File: config.mk
export PLATFORM = sky130hd
export DESIGN_NAME = ds_decimator
export DESIGN_NICKNAME = d
export VERILOG_FILES = /design/src/rtl/ds_decimator_pkg.sv /design/src/rtl/ds_decimator_clk_en.sv /design/src/rtl/ds_decimator.sv
export SDC_FILE = /design/constraint.sdc
export NUM_CORES = 1
export LEC_CHECK = 0
export CORE_UTILIZATION = 32
export CTS_CLUSTER_SIZE = 30
export DETAILED_ROUTE_END_ITERATION = 6
export HOLD_SLACK_MARGIN = 0.05
export SYNTH_ARGS = -nofsm -noshare
export SYNTH_HDL_FRONTEND = slang
export SYNTH_SLANG_ARGS = --single-unit
File: constraint.sdc
create_clock -name clk_i -period 10.6 [get_ports clk_i]
set_input_delay 1.59 -clock clk_i [delete_from_list [all_inputs] [get_ports clk_i]]
set_output_delay 1.59 -clock clk_i [all_outputs]
set_load 0.1 [all_outputs]
File: src/rtl/ds_decimator_pkg.sv
// Shared constants and helpers for the delta-sigma audio path (decimator and DAC side).
package ds_pkg;

  localparam int AUDIO_W   = 14;
  localparam int CIC_ORDER = 3;
  localparam int DCB_W     = 22;

  localparam logic signed [AUDIO_W-1:0] AUDIO_MAX = 14'sh1FFF;
  localparam logic signed [AUDIO_W-1:0] AUDIO_MIN = 14'sh2000;

  // Integrator width that cannot overflow ambiguously: order*log2(R) plus sign headroom.
  function automatic int cic_width(input int decim_log2);
    return CIC_ORDER * decim_log2 + 2;
  endfunction

  function automatic logic signed [AUDIO_W-1:0] sat_audio(input logic signed [31:0] v);
    if (v > 32'sd8191)       return AUDIO_MAX;
    else if (v < -32'sd8192) return AUDIO_MIN;
    else                     return v[AUDIO_W-1:0];
  endfunction

endpackage

File: src/rtl/ds_decimator_clk_en.sv
// Bit-rate enable: one-clock pulse every CLK_DIV system clocks.
module ds_clk_en #(
  parameter int CLK_DIV = 5
) (
  input  logic clk_i,
  input  logic rst_i,
  output logic en
);

  localparam int CW = (CLK_DIV > 1) ? $clog2(CLK_DIV) : 1;

  logic [CW-1:0] r_cnt;

  assign en = (r_cnt == CW'(CLK_DIV - 1));

  // NOTE: registers use non-blocking assignment so every flop samples pre-edge values.
  always_ff @(posedge clk_i) begin
    if (rst_i)   r_cnt <= '0;
    else if (en) r_cnt <= '0;
    else         r_cnt <= r_cnt + CW'(1);
  end

endmodule

File: src/rtl/ds_decimator.sv
// 3rd-order CIC decimator turning a 1-bit delta-sigma stream into 14-bit PCM.
// Define DS_DECIM_DCBLOCK_EN to add a first-order DC blocker (+1 clk latency).
module ds_decimator
  import ds_pkg::*;
#(
  parameter int CLK_DIV    = 5,
  parameter int DECIM_LOG2 = 8
) (
  input  logic                      clk_i,
  input  logic                      rst_i,
  input  logic                      bit_i,
  output logic signed [AUDIO_W-1:0] audio_o,
  output logic                      audio_valid_o
);

  localparam int W     = cic_width(DECIM_LOG2);
  localparam int SHIFT = CIC_ORDER * DECIM_LOG2 - 13;

  logic w_en;

  ds_clk_en #(.CLK_DIV(CLK_DIV)) u_clk_en (
    .clk_i (clk_i),
    .rst_i (rst_i),
    .en    (w_en)
  );

  logic signed [W-1:0]    r_int1, r_int2, r_int3;
  logic signed [W-1:0]    r_cap, r_d1, r_d2, r_d3, r_comb;
  logic [DECIM_LOG2-1:0]  r_dcnt;
  logic [1:0]             r_settle;
  logic                   r_cap_vld, r_cap_live, r_comb_live;

  logic signed [W-1:0]    w_x, w_int3_next, w_c1, w_c2, w_c3, w_shift;
  logic signed [31:0]     w_scaled;
  logic signed [AUDIO_W-1:0] w_sat;
  logic                   w_tick, w_settled;

  assign w_x         = bit_i ? {{(W-1){1'b0}}, 1'b1} : {W{1'b1}};
  assign w_int3_next = r_int3 + r_int2;
  // R is a power of two, so the last count is all ones and the counter wraps by itself.
  assign w_tick      = w_en && (r_dcnt == '1);
  assign w_settled   = (r_settle == 2'd3);

  assign w_c1     = r_cap - r_d1;
  assign w_c2     = w_c1 - r_d2;
  assign w_c3     = w_c2 - r_d3;
  assign w_shift  = r_comb >>> SHIFT;
  assign w_scaled = 32'(w_shift);
  assign w_sat    = sat_audio(w_scaled);

  always_ff @(posedge clk_i) begin
    if (rst_i) begin
      r_int1      <= '0;
      r_int2      <= '0;
      r_int3      <= '0;
      r_dcnt      <= '0;
      r_settle    <= '0;
      r_cap       <= '0;
      r_cap_vld   <= 1'b0;
      r_cap_live  <= 1'b0;
      r_d1        <= '0;
      r_d2        <= '0;
      r_d3        <= '0;
      r_comb      <= '0;
      r_comb_live <= 1'b0;
    end else begin
      if (w_en) begin
        r_int1 <= r_int1 + w_x;
        r_int2 <= r_int2 + r_int1;
        r_int3 <= w_int3_next;
        r_dcnt <= r_dcnt + DECIM_LOG2'(1);
      end
      r_cap_vld  <= w_tick;
      r_cap_live <= w_tick && w_settled;
      if (w_tick) begin
        r_cap <= w_int3_next;
        if (!w_settled) r_settle <= r_settle + 2'd1;
      end
      // Combs run on every tick, settling ones included, so their delays are primed.
      r_comb_live <= r_cap_live;
      if (r_cap_vld) begin
        r_d1   <= r_cap;
        r_d2   <= w_c1;
        r_d3   <= w_c2;
        r_comb <= w_c3;
      end
    end
  end

`ifdef DS_DECIM_DCBLOCK_EN
  logic signed [DCB_W-1:0]   r_dc_y, w_dc_next, w_dc_xs, w_dc_x1s, w_dc_out;
  logic signed [AUDIO_W-1:0] r_dc_x1;
  logic signed [DCB_W+1:0]   w_dc_sum;
  logic                      r_dc_live;

  // Input carries 8 fraction bits so the y>>>8 leak keeps sub-LSB resolution.
  assign w_dc_xs  = {w_sat, 8'h00};
  assign w_dc_x1s = {r_dc_x1, 8'h00};
  assign w_dc_sum = (DCB_W+2)'(w_dc_xs) - (DCB_W+2)'(w_dc_x1s)
                  + (DCB_W+2)'(r_dc_y) - (DCB_W+2)'(r_dc_y >>> 8);
  assign w_dc_out = r_dc_y >>> 8;

  // NOTE: default assignment first keeps this combinational block latch-free.
  always_comb begin
    w_dc_next = w_dc_sum[DCB_W-1:0];
    if (w_dc_sum > 24'sd2097151)       w_dc_next = 22'sh1FFFFF;
    else if (w_dc_sum < -24'sd2097152) w_dc_next = 22'sh200000;
  end

  always_ff @(posedge clk_i) begin
    if (rst_i) begin
      r_dc_y        <= '0;
      r_dc_x1       <= '0;
      r_dc_live     <= 1'b0;
      audio_o       <= '0;
      audio_valid_o <= 1'b0;
    end else begin
      r_dc_live <= r_comb_live;
      if (r_comb_live) begin
        r_dc_y  <= w_dc_next;
        r_dc_x1 <= w_sat;
      end
      audio_valid_o <= r_dc_live;
      if (r_dc_live) audio_o <= sat_audio(32'(w_dc_out));
    end
  end
`else
  always_ff @(posedge clk_i) begin
    if (rst_i) begin
      audio_o       <= '0;
      audio_valid_o <= 1'b0;
    end else begin
      audio_valid_o <= r_comb_live;
      if (r_comb_live) audio_o <= w_sat;
    end
  end
`endif

endmodule

---- Word level (Yosys, flattened, before mapping) ----
Cells that the tools add are included.
Widths: inputs -> output; s select.
word-level totals
  output and inout bits ................... 15
  flip-flop bits (word level) ............. 239
  logic and storage cells ................. 38
cells by class
  reductions and logical operators ........ 4
  add/subtract/negate cells ............... 9
  bitwise logic cells ..................... 1
  order comparisons ....................... 2
  eq/ne operators ......................... 3
  multiplexer cells ....................... 3
operators by type and width
  cell                  count
  $add 26x26->26        3
  $sub 26x26->26        3
  $mux 14               2
  $mux 26               1
  $gt 15x14->1 const B  1
  $lt 15x14->1 const B  1
  $add 8x1->8 const B   1
  $eq 8x8->1 const B    1
  $add 3x1->3 const B   1
  $eq 3x3->1 const B    1
  $add 2x1->2 const B   1
  $eq 2x2->1 const B    1
  $logic_and 1x1->1     2
  $reduce_and 2->1      1
  $reduce_or 2->1       1
  $not 1->1             1

---- Logic depth before layout (Yosys ltp) ----
  depth after elaboration ................. 3
  gate-level depth with buffers ........... 31
  gate-level depth less buffers ........... 31

---- Cells and area by module ----
Synthesis repeated with hierarchy kept, for this count alone.
unflattened totals
  cell total of the unflattened synthesis .. 1,836
  area total of the unflattened synthesis .. 15,267.1 um2
modules (own cells, without submodules)
  module        instances  cells an instance  area each (um2)  seq. area each (um2)
  ds_decimator  1          1,823              15,132.0         4,504.3
  ds_clk_en     1          13                 135.1            60.1

---- Worst setup path before layout ----
OpenSTA, ideal clock, no wires.
  kind .................................... register to register
  start ................................... register r_d1[4]
  end ..................................... register r_comb[25]
  slack ................................... 4.652 ns
  path buffers ............................ 0
  data required time ...................... 10.505 ns
  stages on the path, launching flop included .. 27
  arrival ................................. 5.852 ns
  path through ............................ dfxtp_1 > inv_1 > ha_1 > or4_1 > o211ai_1 > o21ba_4 > o41ai_4 > o21bai_1 > xor2_1 > ha_1 > and3_1 > a221oi_1 > a21boi_0 > o21bai_1 > a21o_1 > a21oi_1 > xnor2_1 > ha_1 > and4_1 > o21ai_0 > a211oi_1 > o211ai_2 > o22ai_1 > mux2_2 > or2_2 > or4_1 > o311ai_1
between the ends
  word-level cells in the longest chain between the ends .. 3
RTL lines
  item                    line                RTL
  from (decl)             ds_decimator.sv:28  logic signed [W-1:0] r_cap, r_d1, r_d2, r_d3, r_comb;
  from (signal assigned)  ds_decimator.sv:82  r_d1 <= r_cap;
  $sub 26x26->26          ds_decimator.sv:44  assign w_c1 = r_cap - r_d1;
  named net w_c1[11]      ds_decimator.sv:33  logic signed [W-1:0] w_x, w_int3_next, w_c1, w_c2, w_c3, w_shift;
  $sub 26x26->26          ds_decimator.sv:45  assign w_c2 = w_c1 - r_d2;
  named net w_c2[15]      ds_decimator.sv:33
  $sub 26x26->26          ds_decimator.sv:46  assign w_c3 = w_c2 - r_d3;
  to (signal assigned)    ds_decimator.sv:85  r_comb <= w_c3;
  to (decl)               ds_decimator.sv:28
The timed path passes the listed nets, and every way through them passes these cells.
A chain may end at the register's enable or synchronous reset.

---- Worst setup path in the final report ----
  start ................................... register r_cap[0]
  end ..................................... register r_comb[25]
between the ends
  word-level cells in the longest chain between the ends .. 3
RTL lines
  item                    line                RTL
  from (decl)             ds_decimator.sv:28
  from (signal assigned)  ds_decimator.sv:76  r_cap <= w_int3_next;
  $sub 26x26->26          ds_decimator.sv:44
  named net w_c1[10]      ds_decimator.sv:33
  $sub 26x26->26          ds_decimator.sv:45
  named net w_c2[15]      ds_decimator.sv:33
  $sub 26x26->26          ds_decimator.sv:46
The timed path passes the listed nets, and every way through them passes these cells.

==> impl_metrics.csv <==
group,metric,value,unit
outcome,status,"finished, final reports clean",
die,pin_count,18,
yosys,postSynth.asyncResetShare,0,
power,total_power,1.87,mW
die,die_area,47400,um^2
placement,placedInstanceArea,15600,um^2
yosys,syn-mean-instance-area,8.05,um^2
placement,port_buffers,17,
timing,slew_viol_final,0,
hold_path,hold_path_class,"reg -> reg",
timing,post-route-period-util,0.628,
route,drtAntennaViolNets,0,
timing,rsz0062_at_grt,"no",
layout,layout-drive-gt1-share,0.0406,
placement,dp_cells,2401,
layout,layout.nets,1989,
layout,nFillCells,4684,
clocking,cts_sinks,228,
die,coreArea,45700,um^2
yosys,synthTopCellsByArea,"dfxtp_1 (31%), ha_1 (13%), a21oi_1 (5.7%)",
layout,seqCellArea,4570,um^2
yosys,yosysTopAreaCell,"dfxtp_1",
worst_setup_path,critPathRequiredTime,11.05,ns
yosys,syn_inst,1851,
layout,design_area,16500,um^2
yosys,synth-seq-area-share,0.306,
yosys,synth_top_area_frac,0.306,
layout,finalNonFillerCells,2448,
worst_setup_path,cpMostUsedCell,"o21a_1",
yosys,yosysWarnings,0,
placement,dp_hpwl,23.5,mm
run,drv_cap,0,
global_routing,grt_pass1_vias,11800,
timing,fin_tns_setup,0,ns
timing,min_period,6.66,ns
yosys,syn_area,14900,um^2
timing,skew,0.0210,ns
yosys,synth-main-ff-cell,"dfxtp_1",
yosys,ys_ff_latch,228,
die,initial_utilization,0.326,
timing,hold_viol,0,
die,die_w,218,um
layout,final_cell_mix,"dfxtp_1 (227), nor2_1 (199), nand2_1 (195)",
worst_setup_path,critPathLaunchType,"flip-flop",
worst_setup_path,worstSetupPathType,"reg -> reg",
layout,final_common_cell,"dfxtp_1",
route,routed_wl,33.2,mm
timing,tightestPinTransition,1.32,ns
clocking,cts_buffer_depth,3,
clocking,cts.clk_slew.worst_paths,0.06,ns
route,avgViaCountPerCell,5.07,
clocking,cts_tree,"built",
route,vias,12400,
worst_setup_path,worstPathMaxFanout,5,
power,cellPowerDensity,114,nW/um^2
worst_setup_path,critPathCaptureType,"flip-flop",
yosys,synth_edf_count,0,
layout,insertedDiodeCount,0,
global_routing,track_usage,0.141,
route,dr.pass1.iters,5,
route,remaining_drc_errors,0,
timing,relSlewSlack,0.0974,
route,drtIter0Drc,611,
clocking,clock-root-buffer,"clkbuf_16",
clocking,clk_latency,0.56,ns
worst_setup_path,slowest_stage,"fa_1",
worst_setup_path,cpPeakStageDelay,0.41,ns
global_routing,grt_pass1_wl,56.8,mm
timing,hold_slack,0.460,ns
global_routing,overflow,0,
global_routing,antenna_found_initial,0,
power,p_leak,6.54,nW
power,ir_drop,0.0000919,V
die,row_count,78,
layout,multi_input_area,9600,um^2
clocking,cts_hold_buf,0,
clocking,cts-buffers-inserted,26,
timing,max_freq,150,MHz
placement,place_congestion,0.868,
route,avgRoutedWirePerCell,13.6,um
die,die_h,218,um
worst_setup_path,critPathArrivalTime,7.11,ns
clocking,postCtsResizedCells,0,
layout,area_growth,10.7,%
timing,setup_violations,0,
yosys,syn_nets,2011,
yosys,synth.distinct_cells,74,
clocking,cts.htree.levels,1,
global_routing,grt_max_degree,93,
clocking,post-cts-setup-buffer-count,0,
## worst max-delay path, delay by kind of cell, from the launching register on
kind	cells	cell delay, ns
mux	1	0.37
simple gates	5	1.05
flops	1	0.34
compound gates	17	3.35
xor+xnor	1	0.11
buf+inv	1	0.05
fa+ha+maj	4	1.28
## cell usage after synthesis (7+ instances only)
cell      instances
xnor2_1          70
a211oi_1         21
a21o_1           56
o31ai_1           8
and3_1           12
nand2_1         196
nand4_1          17
a311oi_1         15
nor2b_1          20
clkbuf_1         56
nor2_1          199
ha_1            152
nor3_1           31
nand3_1          44
o21ai_0          86
a21oi_1         169
or3_1            12
inv_1           122
nand2b_1         11
xor2_1           39
o21bai_1         21
or4_1             9
dfxtp_1         228
and4_1            7
o211ai_1          8
nor4_1            7
buf_1            17
o21a_1           32
mux2i_1          77
a31oi_1          10
## cell families after synthesis
group	synth area share
flops	0.306
fa+ha+maj	0.134
buf+inv	0.0494
simple gates	0.178
compound gates	0.215
mux	0.0525
xor+xnor	0.0641
## report_power, final
part / switching [mW] / leakage (nW) / total [mW] / internal [mW]
Clock: 0.373 / 0.442 / 0.942 / 0.569
Combinational: 0.0476 / 4.26 / 0.0689 / 0.0213
Sequential: 0.00363 / 1.84 / 0.864 / 0.860
## registers in the layout, indices dropped and copies added, names as in the netlist, 3 cells and up
register / flops
r_cap: 26
u_clk_en.r_cnt: 3
r_d2: 26
r_d3: 26
audio_o: 14
r_int3: 26
r_int2: 26
r_int1: 26
r_d1: 26
r_comb: 15
r_dcnt: 8
## worst paths after layout
check	startpoint	to	slack (ns)	depth (start not counted)
worst max-delay path	r_cap[0]	r_comb[25]	3.94	29
worst min-delay path	u_clk_en.r_cnt[0]	u_clk_en.r_cnt[0]	0.46	1
worst max register to register	r_cap[0]	r_comb[25]	3.94	29
worst min register to register	u_clk_en.r_cnt[0]	u_clk_en.r_cnt[0]	0.46	1
## cell type report
cell class,instances,area share
multi-input cells,1427,0.582
clock inverters,14,0.0114
clock buffers,33,0.0429
repair buffers,23,0.0131
flip-flops and latches,228,0.277
well taps,600,0.0455
inverters,123,0.0280
## per-layer routing
layer  track usage  wire, um  vias to the layer above
met5             0         0                        -
met4        0.0541      1350                        0
met3        0.0220      1050                       74
met2         0.243     15200                      168
met1         0.176     15700                     5662
li1              -         -                     6511
## stage by stage
step / utilization / worst slack (ns)
2_1_floorplan: - / 4.65
3_3_place_gp: 0.342 / 4.08
3_5_place_dp: 0.342 / 3.97
4_1_cts: 0.361 / 3.88
5_1_grt: 0.361 / 3.24
6_report: 0.361 / 3.94
Power figures use the tool's default switching activity.
